[src/rtl/pipelined_rca.sv]
// Pipelined ripple-carry add/subtract unit: DATA_WIDTH bits split into SEG_WIDTH-bit
// full_adder chains with one register stage per segment and a global-stall handshake.

module full_adder (
  input  logic a,
  input  logic b,
  input  logic cin,
  output logic sum,
  output logic cout
);
  assign sum  = a ^ b ^ cin;
  assign cout = (a & b) | (cin & (a ^ b));
endmodule

module pipelined_rca #(
  parameter int DATA_WIDTH = 16,
  parameter int SEG_WIDTH  = 4
) (
  input  logic                  clk,
  input  logic                  resetn,
  input  logic                  in_valid,
  output logic                  in_ready,
  input  logic [DATA_WIDTH-1:0] in_a,
  input  logic [DATA_WIDTH-1:0] in_b,
  input  logic                  in_cin,
  input  logic                  in_sub,
  output logic                  out_valid,
  input  logic                  out_ready,
  output logic [DATA_WIDTH-1:0] out_sum,
  output logic                  out_cout,
  output logic                  out_ovf
);
  localparam int NUM_SEG = DATA_WIDTH / SEG_WIDTH;

  // Handshake: a beat moves when valid && ready are both high at a rising edge.
  // The whole pipe advances unless the final stage holds a result nobody takes,
  // so in_ready depends only on out_valid/out_ready, never on in_valid.
  logic                  advance;
  logic [DATA_WIDTH-1:0] eb;
  logic                  c0;

  assign advance  = !out_valid || out_ready;
  assign in_ready = advance;
  assign eb       = in_sub ? ~in_b : in_b;
  assign c0       = in_sub | in_cin;

  for (genvar k = 0; k < NUM_SEG; k++) begin : g_seg
    localparam int LO  = k * SEG_WIDTH;
    localparam int REM = DATA_WIDTH - LO;

    // a_in/b_in hold the operand bits not yet consumed; the low SEG_WIDTH are this segment's.
    logic [REM-1:0]          a_in;
    logic [REM-1:0]          b_in;
    logic                    c_in;
    logic                    v_in;
    logic [SEG_WIDTH-1:0]    s_seg;
    logic [LO+SEG_WIDTH-1:0] sum_nxt;
    logic [LO+SEG_WIDTH-1:0] sum_q;
    logic                    v_q;
    logic                    c_q;

    if (k == 0) begin : g_src
      assign a_in    = in_a;
      assign b_in    = eb;
      assign c_in    = c0;
      assign v_in    = in_valid;
      assign sum_nxt = s_seg;
    end else begin : g_src
      assign a_in    = g_seg[k-1].g_skew.a_q;
      assign b_in    = g_seg[k-1].g_skew.b_q;
      assign c_in    = g_seg[k-1].c_q;
      assign v_in    = g_seg[k-1].v_q;
      assign sum_nxt = {s_seg, g_seg[k-1].sum_q};
    end

    for (genvar i = 0; i < SEG_WIDTH; i++) begin : g_bit
      logic ci;
      logic co;
      if (i == 0) begin : g_first
        assign ci = c_in;
      end else begin : g_chain
        assign ci = g_bit[i-1].co;
      end
      full_adder u_fa (
        .a    (a_in[i]),
        .b    (b_in[i]),
        .cin  (ci),
        .sum  (s_seg[i]),
        .cout (co)
      );
    end

    always_ff @(posedge clk or negedge resetn) begin
      if (!resetn) begin
        v_q   <= 1'b0;
        c_q   <= 1'b0;
        sum_q <= '0;
      end else if (advance) begin
        v_q   <= v_in;
        c_q   <= g_bit[SEG_WIDTH-1].co;
        sum_q <= sum_nxt;
      end
    end

    if (k < NUM_SEG - 1) begin : g_skew
      logic [REM-SEG_WIDTH-1:0] a_q;
      logic [REM-SEG_WIDTH-1:0] b_q;
      always_ff @(posedge clk or negedge resetn) begin
        if (!resetn) begin
          a_q <= '0;
          b_q <= '0;
        end else if (advance) begin
          a_q <= a_in[REM-1:SEG_WIDTH];
          b_q <= b_in[REM-1:SEG_WIDTH];
        end
      end
    end else begin : g_last
      // Signed overflow: carry into the MSB differs from carry out of it.
      logic ovf_q;
      always_ff @(posedge clk or negedge resetn) begin
        if (!resetn) begin
          ovf_q <= 1'b0;
        end else if (advance) begin
          ovf_q <= g_bit[SEG_WIDTH-1].ci ^ g_bit[SEG_WIDTH-1].co;
        end
      end
    end
  end

  assign out_valid = g_seg[NUM_SEG-1].v_q;
  assign out_sum   = g_seg[NUM_SEG-1].sum_q;
  assign out_cout  = g_seg[NUM_SEG-1].c_q;
  assign out_ovf   = g_seg[NUM_SEG-1].g_last.ovf_q;

endmodule
[config.mk]
export PLATFORM = sky130hd
export DESIGN_NAME = pipelined_rca
export DESIGN_NICKNAME = d
export VERILOG_FILES = /design/src/rtl/pipelined_rca.sv
export SDC_FILE = /design/constraint.sdc
export NUM_CORES = 1
export LEC_CHECK = 0
export CORE_ASPECT_RATIO = 1.25
export CORE_UTILIZATION = 59
export CTS_CLUSTER_DIAMETER = 100
export CTS_CLUSTER_SIZE = 28
export DETAILED_ROUTE_END_ITERATION = 10
export HOLD_SLACK_MARGIN = 0.1
export PLACE_DENSITY_LB_ADDON = 0.25
export SYNTH_ARGS = -nofsm -noshare
export SYNTH_HDL_FRONTEND = slang
export SYNTH_SLANG_ARGS = --single-unit
[constraint.sdc]
create_clock -name clk -period 3.4 [get_ports clk]
set_input_delay 0.51 -clock clk [delete_from_list [all_inputs] [get_ports clk]]
set_output_delay 0.51 -clock clk [all_outputs]
set_load 0.05 [all_outputs]
Yosys cells after proc, flatten, opt, wreduce, memory -nomap -nowiden --
Cells that the tools add are included.
Storage, ports and cells: register bits 97, word-level logic and storage cells 105, input port bits 38, output and inout port bits 20
Cells by class: bitwise gates (word level) 83, mux-type cells 1, reductions and logical operators 2
Operator list (count):
- $xor A1 B1 Y1 | 33
- $and A1 B1 Y1 | 32
- $or A1 B1 Y1 | 17
- $mux W16 | 1
- $not A16 Y16 | 1
- $logic_not A1 Y1 | 1
- $logic_or A1 B1 Y1 | 1

Logic depth before layout (Yosys ltp) --
Gate-level depths: netlist (run 1).
depth in word-level cells 11, mapped depth 9, mapped depth without buffers 9

By module --
A second synthesis (run 1) with hierarchy kept.
Second synthesis, totals: cell total of the unflattened synthesis 242, area total of the unflattened synthesis 4164.0 sq um
By module, submodules not included:
- pipelined_rca | sequential area each 2427.3 sq um, cells each 226, area an instance 3843.7 sq um, times used 1
- full_adder | sequential area each 0.0 sq um, cells each 1, area an instance 20.0 sq um, times used 16

Least setup slack after synthesis (run 1) --
Ideal clock, no wire load.
path type in2reg, start point input in_sub, end point register g_seg[0].sum_q[3], required time 3275 ps, arrival time 2869 ps, cell stages on the path 9, library setup time 125 ps, path slack 407 ps, buffers on the path 2, cell sequence buf_2 buf_4 xnor2_1 fa_1 fa_1 fa_1 inv_1 fa_1 mux2_2
On the way: cells in the longest elaborated chain, start to end 9, elaborated cells on any way between the ends 16, classes of those cells mux: 1; bitwise: 15
RTL lines:
- from (decl) | RTL line 26 | input logic in_sub,
- $mux W16 | RTL line 44 | assign eb = in_sub ? ~in_b : in_b;
- $xor A1 B1 Y1 | RTL line 12 | assign cout = (a & b) | (cin & (a ^ b));
- $and A1 B1 Y1 | RTL line 12
- $or A1 B1 Y1 | RTL line 12
- $and A1 B1 Y1 | RTL line 12
- $or A1 B1 Y1 | RTL line 12
- $and A1 B1 Y1 | RTL line 12
- $or A1 B1 Y1 | RTL line 12
- $xor A1 B1 Y1 * | RTL line 11 | assign sum = a ^ b ^ cin;
- via g_seg[0].g_bit[3].u_fa.sum | RTL line 8 | output logic sum,
- to (signal assigned) | RTL line 101 | sum_q <= sum_nxt;
- to (decl) | RTL line 58 | logic [LO+SEG_WIDTH-1:0] sum_q;
Mark *: on every way through the listed nets, which the timed path passes. The rest lies on a longest branch. A chain may end at the register's enable or synchronous reset.

Worst setup path in the final report (run 1) --
Same ends and word-level chain as after synthesis.

==> results by group, run 1 <==
STA
  – Setup ws final: 455 ps
  – Worst-Margin Slew: ~900 ps
  – FMAX: around 340 MHz
  – Tmin final: ~3000 ps
  – Clk_skew: 11.6 ps
  – Hold Violations, Final: 0
  – Slew headroom: 0.398
  – TNS Setup: 0 ps
  – Final Setup Violations: 0
  – RSZ-0062 raised after global routing: false
  – Final worst-path cycle share: 0.866
  – Max-slew violation count: 0

Logic synthesis
  – Syn_area_per_cell: approximately 15 um^2
  – Synth cell types: 18
  – Cell Area, Synth: approximately 0.0043 mm^2
  – YS warnings: 0
  – Sequential-to-total area share from yosys stat: 0.571
  – Mapped Cells: 280
  – Syn_nets: roughly 330
  – Flops & latches, synth: 97

Power
  – Clock power frac: 0.149
  – Power per cell area: 922 mW/mm^2
  – Switch Pwr: about 1.7 mW
  – Sw frac: 0.361
  – Int Pwr: roughly 3 mW
  – Maximum vdd drop: roughly 0.65 mV
  – Leak Pwr: 2.21 nW
  – Seq pwr share: 0.418
  – Total power: between 4 and 5 mW
  – Combinational fraction of design power: 0.433

Placement
  – Post-Place Worst Slack: 55.4 ps
  – Final HPWL DP: 4660 um
  – GP Congestion: ~0.74
  – IO Port Bufs: 57

CTS
  – CTS H-tree depth: 3
  – Num CTS Buffers: 9
  – Clk_lat worst skew: between 300 and 400 ps
  – Hold buffers post-CTS: 0
  – Reg clk slew, reported paths: about 90 ps
  – Clock sinks: 97
  – Clk buf depth: 2
  – CTS tree: built
  – Root Driver: clkbuf_8
  – Post-CTS repair timing setup buffer count: 0
  – Post-CTS sizing: 0

Floorplanning
  – Core box area: 0.00698 mm^2
  – Die area: roughly 0.0075 mm^2
  – Initial Util: 0.609
  – Rows: 34
  – Die height: roughly 97 um
  – Die width: ~78 um
  – I/O Pins: 58

Worst setup path
  – Crit. End Element: register
  – Critical Path RT: between 3000 and 4000 ps
  – R2r startpoint: g_seg[2].c_q$_DFFE_PN0P_
  – Critical path type: input port to register
  – Most frequent CP cell: fa_1
  – Setup crit start kind: input port
  – Reg2reg end: out_ovf$_DFFE_PN0P_
  – CP peak stage delay: just under 600 ps
  – WP data arrival: ~3200 ps
  – CP max stage cell: clkdlybuf4s50_1
  – Crit-path cells: clkdlybuf4s50_1, xnor2_1, fa_1, fa_1, fa_1, inv_1, fa_1, mux2_2
  – Slack of the worst reg-to-reg path: ~960 ps
  – Crit path max fanout: 4
  – R2r worst-path depth: 9

Global routing
  – Gr usage total: 0.204
  – Overflow after GRT: 0
  – First-pass GRT wire length: between 10000 and 15000 um
  – Largest net degree at the start of global routing: 75
  – Initial antenna violation count: 0
  – Number of global-route vias before repair: between 2000 and 2500

Run
  – Max cap viols: 0

Cells and area
  – Most common cell after layout, fill and taps aside: dfrtp_1
  – P&R area growth vs syn: 20.1%
  – Multi-input logic area: 0.00163 mm^2
  – Finished Core Util: 0.732
  – Sequential cell area: around 0.0024 mm^2
  – Commonest non-fill, non-tap cells in the layout: dfrtp_1, mux2_2, clkdlybuf4s50_1
  – ANT cells: 0
  – Filler cells: about 500
  – Layout Nets: between 300 and 400
  – Share of cells above drive strength 1: 0.341

Outcome
  – Status: completed

Route
  – DRT iter0 DRCs: about 100
  – Total Wirelength: 6630 um
  – DR vias/cell: around 5
  – Remaining antenna violation count: 0
  – Drt pass-1 iters: 3
  – Vias: 2243
  – Routed length per instance: 15.2 um
  – DR DRC count: 0

Worst hold path
  – Worst hold path class: input port to asynchronous set/reset pin
worst max-delay path by stage:
stage | startpoint | to | cells after the start
after global routing | in_sub | g_seg[0].sum_q[3]$_DFFE_PN0P_ | 8
after CTS | in_sub | g_seg[0].sum_q[3]$_DFFE_PN0P_ | 8
after floorplan | in_sub | g_seg[0].sum_q[3]$_DFFE_PN0P_ | 9
after detailed placement | in_sub | g_seg[0].sum_q[3]$_DFFE_PN0P_ | 8
final | in_sub | g_seg[0].sum_q[3]$_DFFE_PN0P_ | 8
after global placement | in_sub | g_seg[0].sum_q[3]$_DFFE_PN0P_ | 8
sequential cells by signal, summed over array words and instances (netlist names):
register and cells:
g_seg.g_skew.a_q 24, g_seg.g_skew.b_q 24, out_ovf 1, out_cout 1, g_seg.v_q 3, g_seg.c_q 3, g_seg.sum_q 24, out_sum 16
out_valid 1
synthesized netlist by cell type:
library cell	count	share of area
buf_4	1	0.0018
xor2_1	11	0.023
nor3b_1	11	0.019
mux2i_1	3	0.0071
buf_2	8	0.0094
nor2_1	1	0.00088
a21oi_1	2	0.0024
nand2b_1	1	0.0015
mux2_4	3	0.011
inv_1	25	0.022
fa_1	16	0.075
buf_6	4	0.011
dfrtp_1	97	0.57
nand2b_4	1	0.0032
clkbuf_1	2	0.0018
a21oi_2	9	0.019
mux2_2	79	0.21
xnor2_1	6	0.012
stage by stage:
stage          cell area [um^2]  std cells  hold WS (ps)
2_1_floorplan              4250        280           214
3_3_place_gp               4910        420           442
3_5_place_dp               4910        420           468
4_1_cts                    5100        436           294
5_1_grt                    5100        436           342
6_report                   5100        436           250
routing by layer:
metal / track usage / wire length, um
met1: 0.274 / 2960
met2: 0.325 / 3340
met3: 0.0340 / 186
met4: 0.0940 / 143
met5: 0 / 0
final cells by class:
type	instances	share of cell area
repair buffers	65	0.127
clock inverters	4	0.00515
flip-flops and latches	97	0.475
inverters	25	0.0184
multi-input cells	143	0.319
well taps	90	0.0221
clock buffers	12	0.0324
critical path, delay by kind of cell:
kind                       cells  cell delay (ps)
muxes                          1              260
adders and majority gates      4             1610
buffers and inverters          2              670
xor gates and xnor gates       1              130
kinds of logic after synthesis:
| kind of cell | share of synthesized area |
|---|---|
| and+or+nand+nor | 0.0250 |
| adders and majority gates | 0.0754 |
| muxes | 0.227 |
| DFF | 0.571 |
| buffers and inverters | 0.0456 |
| xor gates and xnor gates | 0.0350 |
| AOI/OAI and AO/OA | 0.0209 |
power groups by stage:
stage	Sequential [mW]	Combinational, mW	Clock [mW]
floorplan	2.30	1.17	0
global placement	1.96	2.00	0
detailed placement	2.00	2.07	0
CTS	1.97	2.07	0.724
global route	2.04	2.22	0.766
finish	1.97	2.04	0.701
Power figures use the tool's default switching activity.
==> run 2: changes to the inputs <==
Settings changed: CAP_MARGIN from default to 20.
==> results of run 2 <==
Same layout as run 1: the final DEF is identical, and so are final timing and power.
==> run 3: changes to the inputs <==
Settings changed: CORE_UTILIZATION 59 to 46.
==> run 3 against run 2 <==
Hold slack worse by 120 ps. Setup slack better by 120 ps. Largest cell class unchanged. Combinational power about the same.
==> results by group, run 3 (same netlist as run 1, synthesis figures left out) <==
Global routing
  – First-pass GRT wire length: 11200 um (-2.8%)
  – Number of global-route vias before repair: 2332 (-1.5%)
  – Largest net degree at the start of global routing: 55 (-27%)
  – Overflow after GRT: 0 (unchanged)
  – Gr usage total: 0.157 (-0.0467)
  – Initial antenna violation count: 0 (unchanged)

Outcome
  – Status: completed

STA
  – Worst-Margin Slew: 559 ps (-344 ps)
  – Tmin final: 2820 ps (-124 ps)
  – Final Setup Violations: 0 (unchanged)
  – Max-slew violation count: 0 (unchanged)
  – TNS Setup: 0 ps (unchanged)
  – Hold Violations, Final: 0 (unchanged)
  – Final worst-path cycle share: 0.829 (-0.0366)
  – Clk_skew: 10.2 ps (-1.34 ps)
  – Setup ws final: 580 ps (+124 ps)
  – Slew headroom: 0.627 (+0.229)
  – RSZ-0062 raised after global routing: false
  – FMAX: 355 MHz (+4.4%)

CTS
  – CTS tree: built
  – CTS H-tree depth: 3 (unchanged)
  – Post-CTS repair timing setup buffer count: 0 (unchanged)
  – Root Driver: clkbuf_8
  – Clk buf depth: 2 (unchanged)
  – Reg clk slew, reported paths: 90 ps (about the same)
  – Clk_lat worst skew: 360 ps (about the same)
  – Num CTS Buffers: 9 (unchanged)
  – Hold buffers post-CTS: 0 (unchanged)
  – Clock sinks: 97 (unchanged)
  – Post-CTS sizing: 0 (unchanged)

Cells and area
  – Top flop regs: g_seg.g_skew.a_q (24), g_seg.g_skew.b_q (24), g_seg.sum_q (24)
  – ANT cells: 0 (unchanged)
  – Layout Nets: 393 (-0.51%)
  – Most common cell after layout, fill and taps aside: dfrtp_1
  – Share of cells above drive strength 1: 0.334 (-0.00674)
  – P&R area growth vs syn: 21.3%
  – Finished Core Util: 0.583 (-0.149)
  – Finished Layout Cells: 464 (+6.4%)
  – Commonest non-fill, non-tap cells in the layout: dfrtp_1, mux2_2, clkdlybuf4s50_1

Floorplanning
  – Initial Util: 0.481 (-0.129)
  – Rows: 38 (+12%)
  – Die height: 109 um (+13%)
  – Core box area: 0.00884 mm^2 (+27%)
  – Die width: 88.0 um (+13%)
  – I/O Pins: 58 (unchanged)
  – Die area: 0.00963 mm^2 (+28%)

Power
  – Total power: 4.73 mW (+0.43%)
  – Leak Pwr: 2.21 nW (-0.13%)
  – Switch Pwr: 1.67 mW (-1.4%)
  – Seq pwr share: 0.408 (-0.010)
  – Maximum vdd drop: 0.438 mV (-32%)
  – Int Pwr: 3.05 mW (+1.4%)
  – Power per cell area: 916 mW/mm^2 (-0.59%)
  – Combinational fraction of design power: 0.436 (+0.003)
  – Clock power frac: 0.156 (+0.007)
  – Sw frac: 0.354 (-0.00642)

Route
  – DRT iter0 DRCs: 79 (-20%)
  – Remaining antenna violation count: 0 (unchanged)
  – Drt pass-1 iters: 4 (+1)
  – Vias: 2250 (+0.31%)
  – DR vias/cell: 4.85 (-5.7%)
  – DR DRC count: 0 (unchanged)
  – Routed length per instance: 13.9 um (-8.4%)
  – Total Wirelength: 6470 um (-2.5%)

Worst setup path
  – Crit. End Element: register
  – Setup crit start kind: input port
  – Crit path max fanout: 3 (-1)
  – Critical path type: input port to register
  – WP data arrival: 3060 ps (-130 ps)
  – Slack of the worst reg-to-reg path: 960 ps (about the same)
  – Critical Path RT: 3640 ps (about the same)

Placement
  – GP Congestion: 0.664 (-10%)
  – IO Port Bufs: 57 (unchanged)
  – Post-Place Worst Slack: 200 ps (+144 ps)
  – Inst Count DP: 448 (+6.7%)
  – Final HPWL DP: 4400 um (-5.5%)

Run
  – Max cap viols: 0 (unchanged)

Worst hold path
  – Worst hold path class: input port to asynchronous set/reset pin
## run 3: critical path: stages
cell and delay [ps]:
clkdlybuf4s50_1 530, xnor2_1 110, fa_1 410, fa_1 400, fa_1 370, inv_1 70, fa_1 410, mux2_2 270
## run 3: metal layers
layer / track usage / vias up / share of wire
li1: - / 1042 / -
met1: 0.207 / 1155 / 0.46
met2: 0.243 / 40 / 0.48
met3: 0.0293 / 13 / 0.035
met4: 0.0913 / 0 / 0.024
met5: 0 / - / 0
## run 3: cell type report
type / instances / area (um^2)
fillers: 743 / 3690
clock inverters: 5 / 55.1
flip-flops and latches: 97 / 2430
repair buffers: 63 / 661
clock buffers: 11 / 141
multi-input cells: 143 / 1630
inverters: 25 / 93.8
well taps: 120 / 150
## run 3: stage by stage
stage / hold WS, ps / cell area, um^2
after floorplan: 214 / 4250
after global placement: 440 / 4960
after detailed placement: 459 / 4960
after CTS: 143 / 5160
after global routing: 168 / 5160
final: 134 / 5160
## run 3: final timing paths
check | start | to | cells after the start
worst min-delay path | resetn | g_seg[2].sum_q[9]$_DFFE_PN0P_ | 1
min in group clk | g_seg[2].v_q$_DFFE_PN0P_ | out_valid$_DFFE_PN0P_ | 1
worst max register to register | g_seg[2].c_q$_DFFE_PN0P_ | out_ovf$_DFFE_PN0P_ | 9
worst max-delay path | in_sub | g_seg[0].sum_q[3]$_DFFE_PN0P_ | 8
worst min register to register | g_seg[2].v_q$_DFFE_PN0P_ | out_valid$_DFFE_PN0P_ | 1
max in group asynchronous | resetn | g_seg[1].sum_q[1]$_DFFE_PN0P_ | 2
## run 3: power by group through the flow
stage               combinational (mW)  clock [mW]  sequential [mW]
floorplan                         1.17           0             2.30
global placement                  2.05           0             1.95
detailed placement                2.09           0             1.96
CTS                               2.10       0.763             1.94
global route                      2.25       0.807             2.00
finish                            2.06       0.736             1.93
